File: src/rtl/regbus_pkg.sv
// Shared types and defaults for the register-bus arbiter.
package regbus_pkg;

  localparam int unsigned STROBE_W_DEFAULT = 2;
  localparam int unsigned CNT_W            = 4;

  typedef enum logic [2:0] {
    ST_IDLE,
    ST_ADDR,
    ST_GAP,
    ST_XFER,
    ST_DONE
  } state_e;

endpackage

File: src/rtl/rr_arb2.sv
// Two-way round-robin arbiter: one-hot grant, remembers the last winner.
module rr_arb2 (
  input  logic       clk,
  input  logic       reset,
  input  logic       req0,
  input  logic       req1,
  input  logic       advance,
  output logic [1:0] grant,
  output logic       last_grant
);

  // On a tie the requester that did not win last time is chosen.
  always_comb begin
    grant = {req1, req0};
    if (req0 && req1) begin
      grant = last_grant ? 2'b01 : 2'b10;
    end
  end

  // Remember the winner; reset leaves requester 1 as "last" so 0 wins first.
  always_ff @(posedge clk) begin
    if (reset) begin
      last_grant <= 1'b1;
    end else if (advance && (grant != 2'b00)) begin
      last_grant <= grant[1];
    end
  end

endmodule

File: src/rtl/regbus_arbiter.sv
// Arbitrates two requesters onto a strobed 8-bit register bus.
module regbus_arbiter
  import regbus_pkg::*;
#(
  parameter int unsigned STROBE_W = STROBE_W_DEFAULT
) (
  input  logic       clk,
  input  logic       reset,
  input  logic       req0_valid,
  input  logic       req0_write,
  input  logic [7:0] req0_addr,
  input  logic [7:0] req0_wdata,
  output logic       req0_ready,
  output logic       req0_rvalid,
  output logic [7:0] req0_rdata,
  input  logic       req1_valid,
  input  logic       req1_write,
  input  logic [7:0] req1_addr,
  input  logic [7:0] req1_wdata,
  output logic       req1_ready,
  output logic       req1_rvalid,
  output logic [7:0] req1_rdata,
  output logic [7:0] addr_export,
  output logic [7:0] wdata_export,
  input  logic [7:0] rdata_export,
  output logic       addr_write_export,
  output logic       swrite_export,
  output logic       sread_export,
  output logic       busy
);

  localparam logic [CNT_W-1:0] CNT_LOAD = CNT_W'(STROBE_W - 1);

  state_e           state_q, state_n;
  logic [CNT_W-1:0] cnt_q, cnt_n;
  logic             wr_q, wr_n;
  logic [7:0]       addr_n, wdata_n, rdata0_n, rdata1_n;
  logic [1:0]       ready_n, rvalid_n;
  logic             aw_n, sw_n, sr_n, busy_n;
  logic             decide;
  logic [1:0]       grant;
  logic             last_grant;

  // last_grant doubles as the owner of the current transaction: it only
  // advances on an arbitration decision, which never happens mid-transfer.
  rr_arb2 u_arb (
    .clk        (clk),
    .reset      (reset),
    .req0       (req0_valid),
    .req1       (req1_valid),
    .advance    (decide),
    .grant      (grant),
    .last_grant (last_grant)
  );

  // Next-state and next-output logic; every output is registered from state_n.
  // Arbitration runs one cycle ahead (in IDLE or DONE) so the ready pulse is
  // a register yet still lands in the first IDLE cycle after DONE.
  always_comb begin
    state_n  = state_q;
    cnt_n    = cnt_q;
    wr_n     = wr_q;
    addr_n   = addr_export;
    wdata_n  = wdata_export;
    rdata0_n = req0_rdata;
    rdata1_n = req1_rdata;
    decide   = 1'b0;

    case (state_q)
      ST_IDLE: begin
        if ({req1_ready, req0_ready} != 2'b00) begin
          state_n = ST_ADDR;
          cnt_n   = CNT_LOAD;
          wr_n    = last_grant ? req1_write : req0_write;
          addr_n  = last_grant ? req1_addr  : req0_addr;
          if (wr_n) begin
            wdata_n = last_grant ? req1_wdata : req0_wdata;
          end
        end else begin
          decide = 1'b1;
        end
      end
      ST_ADDR: begin
        if (cnt_q == '0) begin
          state_n = ST_GAP;
        end else begin
          cnt_n = cnt_q - 1'b1;
        end
      end
      ST_GAP: begin
        state_n = ST_XFER;
        cnt_n   = CNT_LOAD;
      end
      ST_XFER: begin
        if (cnt_q == '0) begin
          state_n = ST_DONE;
          if (!wr_q) begin
            if (last_grant) begin
              rdata1_n = rdata_export;
            end else begin
              rdata0_n = rdata_export;
            end
          end
        end else begin
          cnt_n = cnt_q - 1'b1;
        end
      end
      ST_DONE: begin
        state_n = ST_IDLE;
        decide  = 1'b1;
      end
      default: begin
        state_n = ST_IDLE;
      end
    endcase

    ready_n  = decide ? grant : '0;
    aw_n     = (state_n == ST_ADDR);
    sw_n     = (state_n == ST_XFER) && wr_n;
    sr_n     = (state_n == ST_XFER) && !wr_n;
    busy_n   = (state_n != ST_IDLE);
    rvalid_n = '0;
    if ((state_n == ST_DONE) && !wr_n) begin
      rvalid_n = last_grant ? 2'b10 : 2'b01;
    end
  end

  // State, counter and registered outputs.
  always_ff @(posedge clk) begin
    if (reset) begin
      state_q           <= ST_IDLE;
      cnt_q             <= '0;
      wr_q              <= 1'b0;
      addr_export       <= '0;
      wdata_export      <= '0;
      req0_rdata        <= '0;
      req1_rdata        <= '0;
      req0_ready        <= 1'b0;
      req1_ready        <= 1'b0;
      req0_rvalid       <= 1'b0;
      req1_rvalid       <= 1'b0;
      addr_write_export <= 1'b0;
      swrite_export     <= 1'b0;
      sread_export      <= 1'b0;
      busy              <= 1'b0;
    end else begin
      state_q           <= state_n;
      cnt_q             <= cnt_n;
      wr_q              <= wr_n;
      addr_export       <= addr_n;
      wdata_export      <= wdata_n;
      req0_rdata        <= rdata0_n;
      req1_rdata        <= rdata1_n;
      req0_ready        <= ready_n[0];
      req1_ready        <= ready_n[1];
      req0_rvalid       <= rvalid_n[0];
      req1_rvalid       <= rvalid_n[1];
      addr_write_export <= aw_n;
      swrite_export     <= sw_n;
      sread_export      <= sr_n;
      busy              <= busy_n;
    end
  end

endmodule
File: config.mk
export PLATFORM = sky130hd
export DESIGN_NAME = regbus_arbiter
export DESIGN_NICKNAME = d
export VERILOG_FILES = /design/src/rtl/regbus_pkg.sv /design/src/rtl/rr_arb2.sv /design/src/rtl/regbus_arbiter.sv
export SDC_FILE = /design/constraint.sdc
export NUM_CORES = 1
export LEC_CHECK = 0
export ABC_AREA = 1
export CAP_MARGIN = 40
export CORE_ASPECT_RATIO = 2
export CORE_MARGIN = 4
export CORE_UTILIZATION = 39
export CTS_CLUSTER_SIZE = 25
export DETAILED_ROUTE_END_ITERATION = 7
export GPL_TIMING_DRIVEN = 0
export PLACE_DENSITY_LB_ADDON = 0.3
export SLEW_MARGIN = 15
export SYNTH_ARGS = -nofsm -noshare
export SYNTH_HDL_FRONTEND = slang
export SYNTH_SLANG_ARGS = --single-unit
File: constraint.sdc
create_clock -name clk -period 1.3 [get_ports clk]
set_input_delay 0.26 -clock clk [delete_from_list [all_inputs] [get_ports clk]]
set_output_delay 0.26 -clock clk [all_outputs]
set_load 0.005 [all_outputs]
==> results.json <==
{
  "antenna_found_initial": 0,
  "swShare_pct": 36.86,
  "finalNonFillerCells": 472,
  "min_period_ns": 1.325,
  "rrSetupSlack_ns": -0.02,
  "path_clk_slew_ns": 0.09,
  "cts_buffers": 5,
  "ioPinCount": 86,
  "tightest_slew_ns": 0.5183,
  "rr_startpoint": "cnt_q[1]",
  "pwr-share-clk_pct": 22.1,
  "synth-seq-area-share_pct": 45.77,
  "grt_pass1_wl_um": 10030,
  "synth_cell_types": 26,
  "vias": 2343,
  "portBuffers": 85,
  "ys_warn_count": 0,
  "nNetsFinal": 458,
  "setup_viol": 3,
  "fmax_mhz": 754.9,
  "routed_via_density": 4.964,
  "yosys.cell_count.top_type": "nand2_1",
  "skew_ns": 0.006574,
  "vdd_ir_drop_max_mv": 1.339,
  "slew_headroom_pct": 65.44,
  "whs_ns": 0.4596,
  "hold_buffers": 0,
  "path_class": "flip-flop to flip-flop",
  "syn_nets": 355,
  "p_int_mw": 3.653,
  "final.period_utilization_pct": 101.9,
  "place.gp.congestion": 0.7922,
  "critPathMaxStageDelay_ns": 0.35,
  "min_path_type": "flip-flop to flip-flop",
  "regArea_mm2": 0.001017,
  "p_switching_mw": 2.133,
  "power.static_leakage_nw": 1.658,
  "required_ns": 1.47,
  "crit_path_start": "cnt_q[1]",
  "critPathTopFamily": "flip-flops",
  "cp-start-kind": "flip-flop",
  "post-place-ws_ns": -0.4100,
  "firstDrtPassIters": 4,
  "wirelength_um": 6322,
  "arrival_ns": 1.50,
  "synth_area_leader_cell": "dfxtp_1",
  "drv_cap": 0,
  "timing_hold_violations_final": 0,
  "ys_ff_latch": 49,
  "synth-edff-count": 0,
  "cp_max_fo": 3,
  "synth_area_leaders": "dfxtp_1 46%, nand2_1 15%, nor2_1 11%, inv_1 3.9%, nand3_1 3.5%",
  "initial_core_util_pct": 39.89,
  "report.final.slew_viol_count": 0,
  "grt_max_degree": 16,
  "synth_common_cells": "84 x nand2_1, 61 x nor2_1, 49 x dfxtp_1, 22 x inv_1, 15 x nand3_1",
  "detail-route-antenna-nets": 0,
  "drtIter0Drc": 74,
  "fillers": 487,
  "multi_input_area_mm2": 0.001161,
  "worst_setup_path_end_kind": "flip-flop",
  "status": "complete, but fails checks",
  "tns_ns": -0.03312,
  "layout_setup_ws_ns": -0.02476,
  "combPwrFrac_pct": 42.4,
  "rsz0062_at_grt": "yes",
  "grt_pass1_vias": 2217,
  "total_power_mw": 5.786,
  "insertedDiodeCount": 0,
  "reg2regPathDepth": 9,
  "r2r_end": "cnt_q[1]",
  "std_cell_rows": 38,
  "synth_area_per_cell_um2": 6.959,
  "clk_path_buf_depth": 2,
  "syn2layout_area_growth_pct": 61.30,
  "grt.total_usage_pct": 18.89,
  "dp_hpwl_um": 4424,
  "die_width_um": 60.42,
  "drc": 0,
  "power_density_mw_per_mm2": 1674,
  "ys_async_sr_fraction_pct": 0,
  "cp_slowest_cell": "dfxtp_2",
  "synth_flop_cell": "dfxtp_1",
  "htreeDepth": 2,
  "synth.top_cell.area_share_pct": 45.77,
  "final_layout_size_suffix_gt1_share_pct": 23.79,
  "synth_area_mm2": 0.002143,
  "grt_overflow": 0,
  "dieArea_mm2": 0.006818,
  "crit_buf_inv": 3,
  "cts_tree": "yes",
  "coreArea_mm2": 0.005373,
  "dp.cells": 453,
  "clockRootBuffer": "clkbuf_8",
  "clk_latency_ns": 0.30,
  "violations": "negative setup slack",
  "clock-sinks": 49,
  "wire_per_inst_um": 13.39,
  "syn_inst": 308,
  "seq_power_share_pct": 35.5,
  "cp-endpoint": "cnt_q[1]",
  "crit_chain": "inv_2, ha_4, nand2_4, buf_4, buf_4, nand3_1, nor2_1, a21oi_1, nor2_1",
  "cp.depth": 9,
  "die_y_um": 112.8
}
[power groups by stage]
stage	Clock (mW)	Combinational, mW	Sequential [mW]
floorplan	0	1.26	2.02
global placement	0	2.13	2.02
detailed placement	0	2.17	2.03
CTS	1.29	2.26	2.02
global route	1.36	2.70	2.10
finish	1.28	2.45	2.05
[registers in the layout, indices dropped and copies added (netlist names)]
register and flops:
req1_ready 1, busy 1, cnt_q 4, req1_rdata 8
addr_export 8, wdata_export 8, req1_rvalid 1, req0_rdata 8
u_arb.last_grant 1, swrite_export 1, req0_rvalid 1, req0_ready 1
wr_q 1, state_q 3, sread_export 1, addr_write_export 1
[routing by layer]
layer	vias up	track usage (%)	share of wire (%)
met4	0	6.368	2.1
li1	1176	-	-
met1	1090	19.46	35
met5	-	0	0
met2	68	36.42	59
met3	9	2.740	4.1
[placed cells by master (no fill, tap or decap), types with 2 or more instances in the layout]
cell             count
clkdlybuf4s50_1     45
bufinv_16            2
nand3_2              4
inv_1               20
a21oi_1              7
nand2_1             74
dfxtp_4              2
nand2_4              5
nor2_1              58
nor2_4               6
inv_2                4
buf_6                3
nor3_1               5
a21oi_2              5
o21ai_0             12
dfxtp_1             24
nor2_2               3
nand3_1             10
clkbuf_2             5
nand4_1              8
dfxtp_2             23
buf_4               10
o21ai_1              8
clkbuf_8             5
nand2_2              9
nand3_4              2
dlygate4sd2_1       40
[area by class of cell]
class                   count  area share (%)
multi-input cells         222           33.59
flip-flops and latches     49           29.42
repair buffers             96           25.77
inverters                  26           3.004
plain buffers              11           2.172
well taps                  60           2.172
clock buffers               5           1.991
clock inverters             3           1.882
[what timing repair did]
action | in CTS | in global routing
setup endpoints to repair | 78 | 36
hold endpoints to repair | 0 | 0
pin swaps | 11 | 14
gates cloned | 1 | 0
buffers inserted | 8 | 4
resized for setup | 82 | 42
[worst min path at each step]
stage / startpoint / end / slack, ns / cells after the start
after floorplan: reset / state_q[1] / 0.34 / 1
after global placement: req0_rdata[7] / req0_rdata[7] / 0.45 / 2
after detailed placement: req0_rdata[2] / req0_rdata[2] / 0.45 / 2
after CTS: req0_rdata[7] / req0_rdata[7] / 0.46 / 2
after global routing: req0_rdata[2] / req0_rdata[2] / 0.48 / 2
final: req0_rdata[5] / req0_rdata[5] / 0.46 / 2
[cell families after synthesis]
logic type	synth area share [%]
simple gates	37.71
flops	45.77
buf+inv	7.589
compound gates	8.348
fa+ha+maj	0.5837
[tightest hold or removal path: cells and delay by family (launching register included)]
kind            cells  cell delay [ns]
flops               1             0.34
simple gates        1             0.05
compound gates      1             0.04
[stage by stage]
stage                     area [um^2]  utilization, %
after floorplan                  2143               -
after global placement           3069           57.13
after detailed placement         3069           57.13
after CTS                        3342           62.20
after global routing             3457           64.35
final                            3457           64.35
Power figures use the tool's default switching activity.
